==> src/rtl/fifo_wr_arbiter_if.sv <==
// Handshake bundle between the write-side requesters, the arbiter and the FIFO write port.
`timescale 1ns/1ps
interface fifo_wr_arbiter_if #(
    parameter int NREQ       = 4,
    parameter int DATA_WIDTH = 8
);
    logic [NREQ-1:0]            req_valid;
    logic [NREQ*DATA_WIDTH-1:0] req_data;
    logic [NREQ-1:0]            req_ready;
    logic                       full;
    logic                       write;
    logic [DATA_WIDTH-1:0]      wdata;
    logic [NREQ-1:0]            grant;
    logic                       busy;

    modport master (
        output req_valid, req_data, full,
        input  req_ready, write, wdata, grant, busy
    );

    modport slave (
        input  req_valid, req_data, full,
        output req_ready, write, wdata, grant, busy
    );
endinterface

==> src/rtl/fifo_wr_arbiter.sv <==
// Round-robin arbiter sharing one FIFO write port among NREQ requesters with bounded bursts.
// Strobe and data are combinational from the registered grant so the registered full flag gates every beat.
`timescale 1ns/1ps
module fifo_wr_arbiter #(
    parameter int NREQ       = 4,
    parameter int DATA_WIDTH = 8,
    parameter int BURST_MAX  = 4
) (
    input  logic               WCLK,
    input  logic               WRST,
    fifo_wr_arbiter_if.slave   bus
);
    localparam int IW = (NREQ > 1) ? $clog2(NREQ) : 1;
    localparam int BW = (BURST_MAX > 1) ? $clog2(BURST_MAX) : 1;

    typedef enum logic {
        S_IDLE = 1'b0,
        S_OWN  = 1'b1
    } state_t;

    state_t            r_state;
    logic [NREQ-1:0]   r_grant;
    logic [IW-1:0]     r_owner;
    logic [IW-1:0]     r_last;
    logic [BW-1:0]     r_beat;
    logic              r_busy;

    logic              w_any;
    logic              w_own_valid;
    logic              w_xfer;
    logic              w_burst_end;
    logic [IW-1:0]     w_pick_idle;
    logic [IW-1:0]     w_pick_rel;

    // First valid requester strictly after 'from', wrapping; 'from' itself is searched last.
    function automatic logic [IW-1:0] rr_next(input logic [NREQ-1:0] v, input logic [IW-1:0] from);
        logic [IW-1:0] sel;
        logic [IW-1:0] ci;
        logic          hit;
        int            c;
        sel = from;
        hit = 1'b0;
        for (int j = 1; j <= NREQ; j++) begin
            c  = (int'(from) + j) % NREQ;
            ci = IW'(c);
            if (!hit && v[ci]) begin
                sel = ci;
                hit = 1'b1;
            end else begin
                hit = hit;
            end
        end
        return sel;
    endfunction

    function automatic logic [NREQ-1:0] to_onehot(input logic [IW-1:0] idx);
        return NREQ'(1) << idx;
    endfunction

    // Per-cycle decode of the handshake and next-owner candidates.
    always_comb begin
        w_any       = |bus.req_valid;
        w_own_valid = bus.req_valid[r_owner];
        w_xfer      = (r_state == S_OWN) && w_own_valid && !bus.full;
        w_burst_end = (r_beat == BW'(BURST_MAX - 1));
        w_pick_idle = rr_next(bus.req_valid, r_last);
        w_pick_rel  = rr_next(bus.req_valid, r_owner);
    end

    assign bus.write     = w_xfer;
    assign bus.wdata     = (r_grant != {NREQ{1'b0}}) ? bus.req_data[r_owner*DATA_WIDTH +: DATA_WIDTH]
                                                     : {DATA_WIDTH{1'b0}};
    assign bus.req_ready = r_grant & {NREQ{!bus.full}};
    assign bus.grant     = r_grant;
    assign bus.busy      = r_busy;

    // Ownership FSM: full freezes the owner and its beat count; release rotates without a bubble.
    always_ff @(posedge WCLK or posedge WRST) begin
        if (WRST) begin
            r_state <= S_IDLE;
            r_grant <= {NREQ{1'b0}};
            r_owner <= {IW{1'b0}};
            r_last  <= IW'(NREQ - 1);
            r_beat  <= {BW{1'b0}};
            r_busy  <= 1'b0;
        end else begin
            case (r_state)
                S_IDLE: begin
                    if (w_any) begin
                        r_state <= S_OWN;
                        r_busy  <= 1'b1;
                        r_owner <= w_pick_idle;
                        r_grant <= to_onehot(w_pick_idle);
                        r_beat  <= {BW{1'b0}};
                    end else begin
                        r_grant <= {NREQ{1'b0}};
                        r_busy  <= 1'b0;
                    end
                end
                S_OWN: begin
                    if (bus.full) begin
                        r_beat <= r_beat;
                    end else if (!w_own_valid || w_burst_end) begin
                        r_last <= r_owner;
                        r_beat <= {BW{1'b0}};
                        if (w_any) begin
                            r_owner <= w_pick_rel;
                            r_grant <= to_onehot(w_pick_rel);
                        end else begin
                            r_state <= S_IDLE;
                            r_busy  <= 1'b0;
                            r_grant <= {NREQ{1'b0}};
                        end
                    end else begin
                        r_beat <= r_beat + BW'(1);
                    end
                end
                default: begin
                    r_state <= S_IDLE;
                    r_grant <= {NREQ{1'b0}};
                    r_busy  <= 1'b0;
                    r_beat  <= {BW{1'b0}};
                end
            endcase
        end
    end
endmodule

==> src/flat_wrapper.sv <==
// flat-port wrapper written by rule: the top's interface ports become plain ports
module fifo_wr_arbiter_flat 
#(
    parameter int NREQ       = 4,
    parameter int DATA_WIDTH = 8,
    parameter int BURST_MAX  = 4
)
  (WCLK, WRST, bus_req_valid, bus_req_data, bus_full, bus_req_ready, bus_write, bus_wdata, bus_grant, bus_busy);
  fifo_wr_arbiter_if #(.NREQ(NREQ), .DATA_WIDTH(DATA_WIDTH)) bus_i ();
  input  logic WCLK;
  input  logic WRST;
  input wire logic [$bits(bus_i.req_valid)-1:0] bus_req_valid;
  input wire logic [$bits(bus_i.req_data)-1:0] bus_req_data;
  input wire logic [$bits(bus_i.full)-1:0] bus_full;
  output wire logic [$bits(bus_i.req_ready)-1:0] bus_req_ready;
  output wire logic [$bits(bus_i.write)-1:0] bus_write;
  output wire logic [$bits(bus_i.wdata)-1:0] bus_wdata;
  output wire logic [$bits(bus_i.grant)-1:0] bus_grant;
  output wire logic [$bits(bus_i.busy)-1:0] bus_busy;
  assign bus_i.req_valid = bus_req_valid;
  assign bus_i.req_data = bus_req_data;
  assign bus_i.full = bus_full;
  assign bus_req_ready = bus_i.req_ready;
  assign bus_write = bus_i.write;
  assign bus_wdata = bus_i.wdata;
  assign bus_grant = bus_i.grant;
  assign bus_busy = bus_i.busy;
  fifo_wr_arbiter #(.NREQ(NREQ), .DATA_WIDTH(DATA_WIDTH), .BURST_MAX(BURST_MAX)) u_core (.WCLK(WCLK), .WRST(WRST), .bus(bus_i));
endmodule
==> config.mk <==
export PLATFORM = sky130hd
export DESIGN_NAME = fifo_wr_arbiter_flat
export DESIGN_NICKNAME = d
export VERILOG_FILES = /design/src/rtl/fifo_wr_arbiter_if.sv /design/src/rtl/fifo_wr_arbiter.sv /design/src/flat_wrapper.sv
export SDC_FILE = /design/constraint.sdc
export NUM_CORES = 1
export LEC_CHECK = 0
export CELL_PAD_IN_SITES_DETAIL_PLACEMENT = 0
export CELL_PAD_IN_SITES_GLOBAL_PLACEMENT = 1
export CORE_MARGIN = 3
export CORE_UTILIZATION = 30
export DETAILED_ROUTE_END_ITERATION = 8
export PLACE_DENSITY_LB_ADDON = 0.1
export SLEW_MARGIN = 20
export SYNTH_ARGS = -nofsm -noshare
export SYNTH_HDL_FRONTEND = slang
export SYNTH_SLANG_ARGS = --single-unit
==> constraint.sdc <==
create_clock -name WCLK -period 4.7 [get_ports WCLK]
set_input_delay 0.94 -clock WCLK [delete_from_list [all_inputs] [get_ports WCLK]]
set_output_delay 0.94 -clock WCLK [all_outputs]
set_load 0.005 [all_outputs]
==> impl_metrics.toml, run 1 <==
[sta]
slew_headroom_pct = 53.4
finClkSkew_ps = 6.18
setup_viol = 0
rsz0062_at_grt = "no"
slew_viol_final = 0
hold_viol_final = 0
timing.final.crit_share_pct = 75.1
fin_crit_ps = 3530
worstMarginPinSlew_ps = 693
tns_ps = 0
max_freq_mhz = 283
worst_hold_slack_ps = 506

[grt]
track_usage_pct = 14.7
grt_pass1_wl_um = 4910
grt_pass1_vias = 1040
grt_start_max_net_pins = 17
grt_overflow = 0
antenna_found_initial = 0

[setup_path]
cp-start-kind = "input port"
r2r-start = "u_core.r_owner[1]$_DFFE_PP0P_"
crit_type = "in2out"
cp-endpoint = "bus_write"
cp_data_required_time_ps = 3760
r2r_slack_ps = 2390
timing.rr.end = "u_core.r_owner[1]$_DFFE_PP0P_"
arrival_ps = 2590
r2r_cells = 5
startpoint = "bus_req_valid[3]"
endpoint_kind = "output pin"
crit_fanout = 8

[synthesis]
yosysWarnings = 0
synth_seq_cells = 12
synth_cells = 104
synth-seq-area-share_pct = 29.1
synth_nets = 144
syn_avg_cell_area_um2 = 10.0
syn_area_mm2 = 0.00104
yosysUniqueCellTypes = 33

[floorplanning]
initial_utilization_pct = 32.8
die-area_mm2 = 0.00421
dieWidth_um = 64.9
die_y_um = 64.9
io_pins = 57
row_count = 20
core_area_mm2 = 0.00318

[finish]
multi_input_area_um2 = 703
drive_gt1_share_pct = 13.8
area_delta_synth_final_pct = 60.3
diodes = 0
final_nets = 201
register_area_um2 = 303
design_area_mm2 = 0.00167
fill_cells = 317
instances_no_fill = 204

[power_and_ir_drop]
ir_drop_uv = 233
power.density_mw_per_mm2 = 513
leakagePower_uw = 0.000644

[clock_tree]
h-tree-depth = 1
clockBufferDepth = 2
cts_num_sinks = 12
cts_buffers = 3
worstSkewPairLatency_ps = 270
postCtsSetupRepairBufs = 0
cts_root_buf = "clkbuf_4"
cts_tree = "yes"
cts-hold-fix-buffers = 0
cts_resized = 0
clk_pin_slew_ps = 70

[detailed_routing]
wl_per_cell_um = 14.8
drtIter0Drc = 48
vias_per_cell = 5.13
postRouteAntennaNets = 0
dr.pass1.iters = 4
drc_errors = 0
drt-total-wl_um = 3010
vias = 1046

[placement]
placed_area_mm2 = 0.00163
gp_congestion = 0.785
dp.cells = 200
post-dp-hpwl_um = 2460
portBuffers = 56

[outcome]
status = "complete, no violations"

[run]
max_cap_violations = 0

[worst_hold_path]
hold_class = "reg2reg"
[logic make-up (layout without fill, tap and decap cells)]
family	after synthesis	in the layout	synth area share, %
flops	12	12	29.1
compound gates	28	28	18.1
mux	13	13	24.0
simple gates	44	44	24.2
fa+ha+maj	1	1	1.20
buf+inv	6	62	3.37
[report_power, final]
| group | switching (µW) | total (µW) | internal, µW |
|---|---|---|---|
| sequential | 85.6 | 243 | 157 |
| clock | 33.0 | 80.0 | 47.0 |
| combinational | 185 | 534 | 349 |
[layer usage]
metal / vias up / GRT usage [%] / wire length (µm)
met5: - / 0 / 0
met4: 0 / 3.17 / 14
met3: 2 / 3.99 / 203
met2: 34 / 24.4 / 1530
met1: 505 / 19.0 / 1270
li1: 505 / - / -
[worst max-delay path: stages]
cell	delay [ps]
clkdlybuf4s50_1	520
mux4_2	540
and2_1	150
clkdlybuf4s50_1	440
[Yosys cell counts]
library cell	number	area (µm²)
a21o_1	3	22.5
a21oi_1	5	25.0
a22o_1	1	8.76
a31oi_1	1	6.26
a32o_1	1	10.0
a32oi_1	4	35.0
and2_1	1	6.26
and3_1	1	6.26
and4b_1	1	10.0
buf_2	1	5.00
buf_4	1	7.51
buf_6	1	11.3
clkbuf_1	2	7.51
dfrtp_1	10	250
dfstp_2	2	52.6
ha_1	1	12.5
inv_1	1	3.75
mux2_2	2	22.5
mux2_4	1	15.0
mux2i_1	1	10.0
mux4_2	9	203
nand2_1	7	26.3
nand2_2	1	6.26
nand2b_1	3	18.8
nand3_1	1	5.00
nor2_1	7	26.3
nor2b_1	18	113
nor2b_4	1	13.8
nor4_1	2	12.5
o21a_1	2	15.0
o21ai_0	10	50.1
o21ai_4	1	16.3
or4_1	1	7.51
[cells in the final DEF, fill, tap and decap left out, drive strengths merged]
| cell | netlist | routed |
|---|---|---|
| nand3 | 1 | 1 |
| dfrtp | 10 | 10 |
| a21o | 3 | 3 |
| a31oi | 1 | 1 |
| nand2b | 3 | 3 |
| a21oi | 5 | 5 |
| a32o | 1 | 1 |
| and4b | 1 | 1 |
| mux4 | 9 | 9 |
| nor4 | 2 | 2 |
| clkdlybuf4s50 | 0 | 56 |
| a22o | 1 | 1 |
| and2 | 1 | 1 |
| ha | 1 | 1 |
| mux2 | 3 | 3 |
| clkbuf | 2 | 4 |
| nand2 | 8 | 8 |
| o21ai | 11 | 11 |
| inv | 1 | 1 |
| o21a | 2 | 2 |
| or4 | 1 | 1 |
| dfstp | 2 | 2 |
| buf | 3 | 1 |
| nor2b | 19 | 19 |
| nor2 | 7 | 7 |
| and3 | 1 | 1 |
| a32oi | 4 | 4 |
| mux2i | 1 | 1 |
[per-stage QoR]
step,setup WS [ps],total power (µW),util [%]
2_1_floorplan,2210,541,-
3_3_place_gp,1200,774,51.4
3_5_place_dp,1170,783,51.4
4_1_cts,1170,869,52.5
5_1_grt,1090,934,52.5
6_report,1170,857,52.5
[state kept, by name (all words and copies together), names as in the netlist]
name,flops
u_core.bus.grant,4
u_core.r_beat,2
u_core.r_last,2
u_core.r_state,1
u_core.r_owner,2
u_core.bus.busy,1
[area by class of cell]
| type | count | area share, % |
|---|---|---|
| multi-input cells | 86 | 42.1 |
| repair buffers | 57 | 34.0 |
| flip-flops and latches | 12 | 18.1 |
| well taps | 44 | 3.30 |
| clock buffers | 4 | 2.17 |
| inverters | 1 | 0.225 |
[worst min path at each step]
| stage | from | to | slack [ps] | cells after the start |
|---|---|---|---|---|
| 6_report | u_core.r_beat[0]$_DFFE_PP0P_ | u_core.r_beat[0]$_DFFE_PP0P_ | 510 | 1 |
| 5_1_grt | u_core.r_beat[1]$_DFFE_PP0P_ | u_core.r_beat[1]$_DFFE_PP0P_ | 530 | 1 |
| 4_1_cts | u_core.r_beat[0]$_DFFE_PP0P_ | u_core.r_beat[0]$_DFFE_PP0P_ | 510 | 1 |
| 3_5_place_dp | u_core.r_beat[0]$_DFFE_PP0P_ | u_core.r_beat[0]$_DFFE_PP0P_ | 500 | 1 |
| 3_3_place_gp | u_core.r_beat[1]$_DFFE_PP0P_ | u_core.r_beat[1]$_DFFE_PP0P_ | 480 | 1 |
| 2_1_floorplan | u_core.r_beat[0]$_DFFE_PP0P_ | u_core.r_beat[0]$_DFFE_PP0P_ | 460 | 1 |
Note: power is estimated with default switching activity, not from simulation.
==> run 2, diff against run 1 <==
Settings changed: CORE_UTILIZATION 30 to 28.
Clock period 4.7 ns to 3.7 ns, I/O delays scaled along.
==> run 2 against run 1 <==
  * Die area increased by 6.5%
  * Clock skew shrank 2.1 ps
  * Worst hold slack got worse by 14 ps
  * Combinational power up 31%
  * Power is 32% higher
  * Sequential cell count is the same
  * Critical endpoint unchanged
  * Largest cell class unchanged
==> impl_metrics.toml, run 2 (synthesized netlist as in run 1, its figures left out) <==
[detailed_routing]
wl_per_cell_um = 14.7
dr.pass1.iters = 4
postRouteAntennaNets = 0
drtIter0Drc = 20
drt-total-wl_um = 3050
vias = 1039
vias_per_cell = 5.00
drc_errors = 0

[clock_tree]
h-tree-depth = 1
cts_tree = "yes"
cts_buffers = 3
cts_resized = 0
cts_num_sinks = 12
worstSkewPairLatency_ps = 240
postCtsSetupRepairBufs = 0
clk_pin_slew_ps = 50
clockBufferDepth = 2
cts-hold-fix-buffers = 0
cts_root_buf = "clkbuf_8"

[finish]
fill_cells = 335
drive_gt1_share_pct = 14.8
area_delta_synth_final_pct = 63.8
mostFrequentLayoutCell = "clkdlybuf4s50_1"
mostFrequentLayoutCells = "clkdlybuf4s50_1, nor2b_1, o21ai_0, dfrtp_1, mux4_2"
largest_register_ffs = 4
diodes = 0
register_area_um2 = 303
final_nets = 203
multi_input_area_um2 = 703

[power_and_ir_drop]
power_uw = 1130
ir_drop_uv = 345
leakagePower_uw = 0.000662
power.density_mw_per_mm2 = 664

[floorplanning]
dieWidth_um = 67.0
row_count = 21
die-area_mm2 = 0.00449
die_y_um = 67.0
core_area_mm2 = 0.00347
io_pins = 57
initial_utilization_pct = 30.0

[sta]
finClkSkew_ps = 4.06
max_freq_mhz = 318
worstMarginPinSlew_ps = 603
slew_headroom_pct = 59.8
rsz0062_at_grt = "no"
hold_viol_final = 0
fin_crit_ps = 3140
timing.final.crit_share_pct = 85.0
slew_viol_final = 0
setup_viol = 0
tns_ps = 0

[placement]
gp_congestion = 0.836
post-dp-hpwl_um = 2460
portBuffers = 56

[outcome]
status = "complete, no violations"

[grt]
grt_pass1_vias = 1047
grt_pass1_wl_um = 4940
grt_overflow = 0
track_usage_pct = 14.4
grt_start_max_net_pins = 17
antenna_found_initial = 0

[setup_path]
arrival_ps = 2400
crit_fanout = 8
cp-start-kind = "input port"
endpoint_kind = "output pin"
cp_data_required_time_ps = 2960
crit_type = "in2out"

[worst_hold_path]
hold_class = "reg2reg"

[run]
max_cap_violations = 0
==> run 2: cell types whose count changed in the layout (fill, tap and decap cells not counted), sizes merged <==
cell | before | now
buf | 1 | 3
==> run 2: worst max-delay path, cell delays in order <==
cell and delay [ps]:
clkdlybuf4s50_1 520, mux4_2 550, and2_1 160, clkdlybuf4s50_1 430
==> run 2: layout make-up <==
cell class | count | share of cell area, %
inverters | 1 | 0.220
well taps | 46 | 3.37
flip-flops and latches | 12 | 17.8
repair buffers | 59 | 34.2
multi-input cells | 86 | 41.2
clock buffers | 4 | 3.23
==> run 2: routing by layer <==
metal  wire, µm  track usage [%]  vias up
met5          0                0        -
met2       1360             24.1       52
li1           -                -      513
met4         46             4.81        0
met3        362             3.71        7
met1       1290             17.7      467
==> run 2: through the flow <==
step / area, µm² / util [%] / setup WS (ps) / instances / hold WS, ps
floorplan: 1040 / - / 1610 / 104 / 463
global placement: 1650 / 47.6 / 600 / 204 / 483
detailed placement: 1650 / 47.6 / 562 / 204 / 485
CTS: 1710 / 49.2 / 558 / 208 / 497
global route: 1710 / 49.2 / 511 / 208 / 511
finish: 1710 / 49.2 / 555 / 208 / 492
==> run 2: final timing paths <==
path,slack (ps),start,cells past startpoint,endpoint
min in group asynchronous,800,WRST,2,u_core.r_owner[1]$_DFFE_PP0P_
max in group asynchronous,2560,WRST,2,u_core.r_last[0]$_DFFE_PP1P_
min,490,u_core.r_beat[1]$_DFFE_PP0P_,1,u_core.r_beat[1]$_DFFE_PP0P_
max,560,bus_req_valid[3],4,bus_write
max reg2reg,1370,u_core.r_owner[1]$_DFFE_PP0P_,5,u_core.r_owner[1]$_DFFE_PP0P_
min reg2reg,490,u_core.r_beat[1]$_DFFE_PP0P_,1,u_core.r_beat[1]$_DFFE_PP0P_
==> run 2: power breakdown <==
| group | total, µW | switching [µW] | leakage [µW] | internal [µW] |
|---|---|---|---|---|
| Sequential | 293 | 92.1 | 0.000138 | 201 |
| Combinational | 697 | 246 | 0.000495 | 450 |
| Clock | 142 | 48.2 | 0.0000288 | 93.9 |
==> run 3, diff against run 2 <==
Clock period 3.7 ns to 2.9 ns, I/O delays scaled along.
==> run 3 against run 2 <==
  * Sequential cell count did not move
  * Power rose by 29%
  * Register-to-register slack got worse by 470 ps
  * Largest cell class unchanged
  * Highest routed layer unchanged
==> impl_metrics.toml, run 3 (synthesized netlist as in run 1, its figures left out) <==
[sta]
fin_crit_ps = 2680
slew_headroom_pct = 66.7
setup_viol = 0
tns_ps = 0
worstMarginPinSlew_ps = 499
hold_viol_final = 0
slew_viol_final = 0
rsz0062_at_grt = "no"
timing.final.crit_share_pct = 92.3
max_freq_mhz = 374
worst_hold_slack_ps = 499
finClkSkew_ps = 3.71
timing.final.ws_setup_ps = 223

[detailed_routing]
dr.pass1.iters = 4
wl_per_cell_um = 14.1
vias = 1065
drt-total-wl_um = 3020
drc_errors = 0
postRouteAntennaNets = 0
vias_per_cell = 4.95
drtIter0Drc = 28

[setup_path]
arrival_ps = 2100
crit_path_cell_trace = "clkdlybuf4s50_1 > mux4_2 > and2_1 > clkdlybuf4s50_1"
crit_fanout = 2
cp-start-kind = "input port"
cp_data_required_time_ps = 2320
max_stage_delay_ps = 500
endpoint_kind = "output pin"
startpoint = "bus_req_valid[3]"
slowest_stage = "mux4_2"
crit_type = "in2out"
r2r-start = "u_core.r_owner[0]$_DFFE_PP0P_"
crit_top_cell = "clkdlybuf4s50_1"

[worst_hold_path]
hold_path_startpoint = "u_core.r_beat[1]$_DFFE_PP0P_"
hold_class = "reg2reg"

[floorplanning]
dieWidth_um = 67.0
initial_utilization_pct = 30.0
die_y_um = 67.0
row_count = 21
io_pins = 57
die-area_mm2 = 0.00449
core_area_mm2 = 0.00347

[placement]
post-dp-hpwl_um = 2520
portBuffers = 56
pre_cts_ws_ps = 213
gp_congestion = 0.839

[power_and_ir_drop]
leakagePower_uw = 0.000696
ir_drop_uv = 420
power.density_mw_per_mm2 = 831

[clock_tree]
cts_root_buf = "clkbuf_8"
clk_pin_slew_ps = 50
cts_num_sinks = 12
h-tree-depth = 1
cts_tree = "yes"
cts_resized = 0
postCtsSetupRepairBufs = 0
cts_buffers = 3
clockBufferDepth = 2
cts-hold-fix-buffers = 0
worstSkewPairLatency_ps = 240

[finish]
mostFrequentLayoutCell = "clkdlybuf4s50_1"
drive_gt1_share_pct = 18.3
diodes = 0
largest_register_ffs = 4
mostFrequentLayoutCells = "clkdlybuf4s50_1, nor2b_1, o21ai_0, buf_4, dfrtp_1"
final_nets = 210
area_delta_synth_final_pct = 68.9

[grt]
antenna_found_initial = 0
track_usage_pct = 14.2
grt_overflow = 0
grt_pass1_vias = 1025
grt_start_max_net_pins = 15
grt_pass1_wl_um = 4790

[run]
max_cap_violations = 0

[outcome]
status = "complete, no violations"
run 3: changes by cell type in the layout (fill, tap and decap cells not counted):
cell | before | now
buf_4 | 3 | 10
run 3: report_power, final:
group	switching (µW)	leakage [µW]	total (µW)	internal, µW
clock	58.3	0.0000288	178	120
sequential	99.3	0.000138	356	257
combinational	335	0.000529	926	592
run 3: area by class of cell:
cell class,instances,area (µm²)
fillers,349,1710
multi-input cells,86,703
repair buffers,66,636
flip-flops and latches,12,303
well taps,46,57.6
clock buffers,4,55.1
inverters,1,3.75
run 3: worst paths after layout:
path,end,slack [ps],cells past startpoint
worst max-delay path,bus_write,220,4
worst min-delay path,u_core.r_beat[1]$_DFFE_PP0P_,500,1
worst max register to register,u_core.r_owner[1]$_DFFE_PP0P_,900,6
worst min register to register,u_core.r_beat[1]$_DFFE_PP0P_,500,1
max in group asynchronous,u_core.r_last[1]$_DFFE_PP1P_,1920,2
min in group asynchronous,u_core.bus.grant[3]$_DFFE_PP0P_,640,2
run 3: layer usage:
metal,wire length [µm],global-route usage [%]
met3,399,5.23
met1,1250,16.7
met2,1330,23.4
met5,0,0
met4,50,5.57
run 3: per-stage QoR:
stage	area [µm²]	util (%)	std cells	total power, µW
floorplan	1040	-	104	877
global placement	1700	49.1	211	1280
detailed placement	1700	49.1	211	1300
CTS	1760	50.7	215	1480
global route	1760	50.7	215	1590
finish	1760	50.7	215	1460
run 3: worst max-delay path: cells and delay by family:
kind	cells	cell delay, ps
buf+inv	2	850
mux	1	500
simple gates	1	160
